File: config.mk
export PLATFORM = sky130hd
export DESIGN_NAME = hazard_ctrl
export DESIGN_NICKNAME = d
export VERILOG_FILES = /design/src/rtl/hazard_ctrl.sv
export SDC_FILE = /design/constraint.sdc
export NUM_CORES = 1
export LEC_CHECK = 0
export ABC_AREA = 1
export CAP_MARGIN = 10
export CORE_UTILIZATION = 55
export DETAILED_ROUTE_END_ITERATION = 12
export PLACE_DENSITY = 0.86
export SYNTH_ARGS = -nofsm -noshare
export SYNTH_HDL_FRONTEND = slang
export SYNTH_SLANG_ARGS = --single-unit
File: constraint.sdc
create_clock -name clk -period 4.18 [get_ports clk]
set_input_delay 0.836 -clock clk [delete_from_list [all_inputs] [get_ports clk]]
set_output_delay 0.836 -clock clk [all_outputs]
set_load 0.05 [all_outputs]
File: src/rtl/hazard_ctrl.sv
// Pipeline hazard controller: load-use stalls, redirect flushes, EX forwarding,
// data-memory wait freeze with timeout, and saturating stall/flush event counters.
module hazard_ctrl #(
    parameter int unsigned MAX_WAIT = 16,
    parameter int unsigned CNT_W    = 32
) (
    input  logic             clk,
    input  logic             rst_n,
    input  logic [4:0]       rs1_d,
    input  logic [4:0]       rs2_d,
    input  logic [4:0]       rs1_e,
    input  logic [4:0]       rs2_e,
    input  logic [4:0]       rd_e,
    input  logic [4:0]       rd_m,
    input  logic [4:0]       rd_w,
    input  logic [1:0]       result_src_e,
    input  logic             reg_write_m,
    input  logic             reg_write_w,
    input  logic             pc_src_e,
    input  logic             mem_req_m,
    input  logic             mem_ready_m,
    input  logic             cnt_clr,
    output logic             stall_f,
    output logic             stall_d,
    output logic             stall_e,
    output logic             stall_m,
    output logic             flush_d,
    output logic             flush_e,
    output logic             flush_w,
    output logic [1:0]       forward_a_e,
    output logic [1:0]       forward_b_e,
    output logic             timeout_err,
    output logic [CNT_W-1:0] stall_cnt,
    output logic [CNT_W-1:0] flush_cnt
);

    localparam int unsigned WCNT_W = $clog2(MAX_WAIT + 1);
    localparam logic [1:0] RUN  = 2'd0;
    localparam logic [1:0] WAIT = 2'd1;
    localparam logic [1:0] ERR  = 2'd2;
    localparam logic [CNT_W-1:0] CNT_MAX = '1;

    logic [1:0]        state, state_nxt;
    logic [WCNT_W-1:0] wcnt, wcnt_nxt;
    logic              lw_stall;
    logic              freeze;

    // State and wait-counter registers
    always_ff @(posedge clk or negedge rst_n) begin
        if (!rst_n) begin
            state       <= RUN;
            wcnt        <= '0;
            timeout_err <= 1'b0;
        end else begin
            state       <= state_nxt;
            wcnt        <= wcnt_nxt;
            timeout_err <= (state_nxt == ERR);
        end
    end

    // Memory wait FSM: ERR is terminal until reset
    always_comb begin
        state_nxt = state;
        wcnt_nxt  = wcnt;
        case (state)
            RUN: begin
                if (mem_req_m && !mem_ready_m) begin
                    state_nxt = WAIT;
                    wcnt_nxt  = WCNT_W'(1);
                end
            end
            WAIT: begin
                if (mem_ready_m) begin
                    state_nxt = RUN;
                end else if (wcnt == WCNT_W'(MAX_WAIT)) begin
                    state_nxt = ERR;
                end else begin
                    wcnt_nxt = wcnt + WCNT_W'(1);
                end
            end
            default: state_nxt = ERR;
        endcase
    end

    assign lw_stall = (result_src_e == 2'b01) && (rd_e != 5'd0) &&
                      ((rd_e == rs1_d) || (rd_e == rs2_d));
    assign freeze   = (state == WAIT) || (state == ERR) ||
                      ((state == RUN) && mem_req_m && !mem_ready_m);

    // Pipeline control; while in reset every register is cleared and nothing holds
    always_comb begin
        stall_f     = 1'b0;
        stall_d     = 1'b0;
        stall_e     = 1'b0;
        stall_m     = 1'b0;
        flush_d     = 1'b1;
        flush_e     = 1'b1;
        flush_w     = 1'b1;
        forward_a_e = 2'b00;
        forward_b_e = 2'b00;
        if (rst_n) begin
            if (reg_write_m && (rd_m != 5'd0) && (rd_m == rs1_e))      forward_a_e = 2'b10;
            else if (reg_write_w && (rd_w != 5'd0) && (rd_w == rs1_e)) forward_a_e = 2'b01;
            if (reg_write_m && (rd_m != 5'd0) && (rd_m == rs2_e))      forward_b_e = 2'b10;
            else if (reg_write_w && (rd_w != 5'd0) && (rd_w == rs2_e)) forward_b_e = 2'b01;
            if (freeze) begin
                stall_f = 1'b1;
                stall_d = 1'b1;
                stall_e = 1'b1;
                stall_m = 1'b1;
                flush_d = 1'b0;
                flush_e = 1'b0;
                flush_w = 1'b1;
            end else begin
                stall_f = lw_stall;
                stall_d = lw_stall;
                flush_d = pc_src_e;
                flush_e = lw_stall || pc_src_e;
                flush_w = 1'b0;
            end
        end
    end

    // Saturating event counters; clear has priority over increment
    always_ff @(posedge clk or negedge rst_n) begin
        if (!rst_n) begin
            stall_cnt <= '0;
            flush_cnt <= '0;
        end else begin
            if (cnt_clr)                                   stall_cnt <= '0;
            else if ((freeze || lw_stall) && stall_cnt != CNT_MAX)
                                                           stall_cnt <= stall_cnt + CNT_W'(1);
            if (cnt_clr)                                   flush_cnt <= '0;
            else if (pc_src_e && !freeze && flush_cnt != CNT_MAX)
                                                           flush_cnt <= flush_cnt + CNT_W'(1);
        end
    end

endmodule

==> impl_results.rst <==
.. list-table::
   :header-rows: 1

   * - Metric
     - Value
   * - Reported max-cap violation count
     - 0
   * - Number of iterations in the first detailed-routing pass
     - 5
   * - Top cell type by total area after synthesis
     - sky130_fd_sc_hd__dfrtp_1
   * - Actual transition at the worst max-transition pin
     - 0.942 ns
   * - Buffer count from post-CTS setup fixing
     - 0
   * - Count of flip-flops with a built-in enable after synthesis
     - 0
   * - R2R Path Start
     - flush_cnt[0]
   * - Post-Syn Instances
     - 870
   * - Data arrival, critical path
     - slightly below 3 ns
   * - Post-cts sizing count
     - 0
   * - TritonCTS Sinks
     - 72
   * - Post-synth top flop
     - sky130_fd_sc_hd__dfrtp_1
   * - Deepest clock path buffer count
     - 2
   * - Top cells by area, synth
     - sky130_fd_sc_hd__dfrtp_1, sky130_fd_sc_hd__nand2_1, sky130_fd_sc_hd__nand3_1
   * - Number of cell rows
     - 36
   * - CTS H-tree lvls
     - 3
   * - Hold path cells
     - 2
   * - Number of antenna violations at the first check in global routing
     - 0
   * - Post-DP HPWL
     - 10.9 mm
   * - Synthesis-to-finish area growth
     - 26.0%
   * - Flop-to-flop setup slack
     - 1.41 ns
   * - Tightest slew margin relative to the limit
     - 0.372
   * - Cts bufs inserted
     - 9
   * - Initial cell density of the core
     - 0.566
   * - RSZ-0062 raised after global routing
     - no
   * - CP Data Required Time
     - 3.34 ns
   * - Run status
     - complete, no violations
   * - Detailed-route DRC error count
     - 0
   * - Number of pins exceeding their max-slew limit in the final report
     - 0
   * - Met3 routed WL
     - around 1.1 mm
   * - Highest layer used for signal routing
     - met4
   * - Final ANT Viol Nets
     - 0
   * - Power per standard cell area
     - around 210 nW/µm²
   * - Die outline height
     - about 100 µm
   * - Total via count after detailed routing
     - 6011
   * - Kind of path behind the tightest hold check
     - register to register
   * - Total GRT Usage
     - 0.298
   * - Maximum fanout count along the critical path
     - 4
   * - Endpoint kind of the worst setup timing path
     - output port
   * - Number of nets in the layout
     - around 1000
   * - Post-Syn Area
     - 5540 µm²
   * - Drt wl/cell
     - 13.2 µm
   * - Flop and latch count out of synthesis
     - 72
   * - CTS root buffer
     - sky130_fd_sc_hd__clkbuf_8
   * - Wire length of the first global-routing pass
     - 24.6 mm
   * - Clock slew at reported path FFs
     - 0.07 ns
   * - Metal2 WL
     - approximately 6.8 mm
   * - Overall die area
     - 10500 µm²
   * - Number of distinct library cells after synthesis
     - 34
   * - Static Leakage
     - between 3 and 4 nW
   * - Clock latency reported for the late side of the worst-skew pair
     - about 0.35 ns
   * - Average via count per standard cell
     - approximately 5.4
   * - Per-instance average area after synthesis
     - 6.36 µm²
   * - Most frequent cells in the layout
     - sky130_fd_sc_hd__nand2_1, sky130_fd_sc_hd__clkdlybuf4s50_1, sky130_fd_sc_hd__nor2_1, sky130_fd_sc_hd__inv_1, sky130_fd_sc_hd__nand3_1
   * - Number of hold-repair buffers added at the cts stage
     - 0
   * - Syn Nets
     - 921
   * - Last element of the critical path
     - stall_f
   * - Clock tree from TritonCTS
     - yes
   * - Most frequent standard cell in the layout excluding fill and tap cells
     - sky130_fd_sc_hd__nand2_1
   * - Routed met1 length
     - 6.61 mm
   * - Reg-to-reg endpoint
     - flush_cnt[28]
   * - Minimum period implied by the final worst setup slack
     - roughly 3.7 ns
   * - Number of ports placed on the die boundary
     - ~120
   * - Fraction of synthesized cell area taken by the top area cell type
     - 0.325
   * - Worst R2R Path Depth
     - 10
   * - Final weighted congestion of routability-driven global placement
     - 0.928
   * - Sum of negative setup slack
     - 0 ns
   * - Congestion Overflow GR
     - 0
   * - Count of final setup violators
     - 0
   * - Number of global-route vias before repair
     - approximately 5300
   * - Core area
     - between 9000 and 10000 µm²
   * - Number of warnings printed during yosys synthesis
     - 0
   * - Sum of internal, switching and leakage power
     - 0.00144 W
   * - Port bufs
     - 120
   * - Floorplan die width
     - 102 µm
   * - Post-synthesis sequential area ratio
     - 0.325
   * - Final period utilization
     - 0.893
   * - Maximum ir drop on the vdd rail
     - 0.154 mV
   * - Category of the critical setup timing path
     - input pin to output port
   * - Number of diodes added for antenna fixing
     - 0
   * - Max Clock Skew
     - between 0.006 and 0.007 ns
   * - Total count of hold-check failures in the final report
     - 0
   * - Async set-or-reset flop fraction in the synthesized netlist
     - 1.00
   * - Iteration-0 DRC count of the detailed router
     - 479
   * - Achievable frequency
     - 268 MHz
   * - Pin count of the biggest net entering global routing
     - 92
   * - CP startpoint kind
     - input pin
   * - Critical path launch point
     - rd_e[1]
   * - Post-Route WL
     - 14.8 mm
   * - Share of layout cells above drive strength 1
     - 0.0346
==> cells in the mapped netlist (2+ instances only) <==
library cell / instances
sky130_fd_sc_hd__nand2_1: 275
sky130_fd_sc_hd__nor2_1: 110
sky130_fd_sc_hd__inv_1: 108
sky130_fd_sc_hd__nand3_1: 105
sky130_fd_sc_hd__dfrtp_1: 72
sky130_fd_sc_hd__nand4_1: 43
sky130_fd_sc_hd__o21ai_0: 30
sky130_fd_sc_hd__xor2_1: 30
sky130_fd_sc_hd__nor3_1: 18
sky130_fd_sc_hd__xnor2_1: 16
sky130_fd_sc_hd__clkbuf_1: 8
sky130_fd_sc_hd__o21ai_1: 8
sky130_fd_sc_hd__buf_2: 6
sky130_fd_sc_hd__ha_1: 6
sky130_fd_sc_hd__buf_1: 5
sky130_fd_sc_hd__buf_4: 4
sky130_fd_sc_hd__a21oi_1: 3
sky130_fd_sc_hd__buf_6: 3
sky130_fd_sc_hd__inv_2: 2
sky130_fd_sc_hd__nor2_4: 2
sky130_fd_sc_hd__nor4_1: 2
sky130_fd_sc_hd__or2_2: 2
==> metal layers <==
metal / up-vias / track usage
met4: 0 / 0.119
met2: 264 / 0.473
met1: 2723 / 0.408
met5: - / 0
met3: 25 / 0.0445
li1: 2999 / -
==> cells by family after synthesis <==
family / share of synthesized area
adders and majority gates: 0.0136
and+or+nand+nor: 0.445
DFF: 0.325
xor gates and xnor gates: 0.0728
buffers and inverters: 0.100
AOI/OAI and AO/OA: 0.0427
==> power by group <==
part / internal [W] / total [W] / switching (W)
clock network: 0.000307 / 0.000564 / 0.000257
registers: 0.000699 / 0.000704 / 0.00000409
logic: 0.0000710 / 0.000170 / 0.0000990
==> worst max-delay path: stages <==
cell	delay [ns]
sky130_fd_sc_hd__clkdlybuf4s50_1	0.53
sky130_fd_sc_hd__inv_1	0.08
sky130_fd_sc_hd__nand2_1	0.06
sky130_fd_sc_hd__nand2_1	0.05
sky130_fd_sc_hd__nor2_1	0.10
sky130_fd_sc_hd__nand3_1	0.07
sky130_fd_sc_hd__nand2_1	0.09
sky130_fd_sc_hd__nand2_1	0.07
sky130_fd_sc_hd__a21oi_1	0.17
sky130_fd_sc_hd__clkdlybuf4s50_1	0.84
==> state kept, by name, indices dropped and copies added (netlist names) <==
register	flops
timeout_err	1
flush_cnt	32
wcnt	5
state	2
stall_cnt	32
==> worst min path at each step <==
stage                  start  endpoint  slack [ns]
global placement    state[1]  state[1]        0.50
floorplan           state[1]  state[1]        0.48
detailed placement  state[1]  state[1]        0.51
global route        state[1]  state[1]        0.56
finish              state[1]  state[1]        0.52
CTS                 state[1]  state[1]        0.52
==> final cells by class <==
cell class / count / area, µm²
clock buffer: 13 / 159
inverter: 110 / 413
sequential: 72 / 1800
clock inverter: 3 / 40.0
fill: 838 / 2800
tap: 133 / 166
multi-input combinational: 662 / 3180
timing repair buffer: 123 / 1220
==> through the flow <==
step	util	setup WS (ns)	instances	instance area, µm²	hold WS [ns]
after floorplan	-	0.941	870	5540	0.484
after global placement	0.694	0.465	1100	6780	0.505
after detailed placement	0.694	0.465	1100	6780	0.507
after CTS	0.714	0.446	1116	6980	0.524
after global routing	0.714	0.264	1116	6980	0.558
final	0.714	0.446	1116	6980	0.518
(Power assumes the default switching activity.)
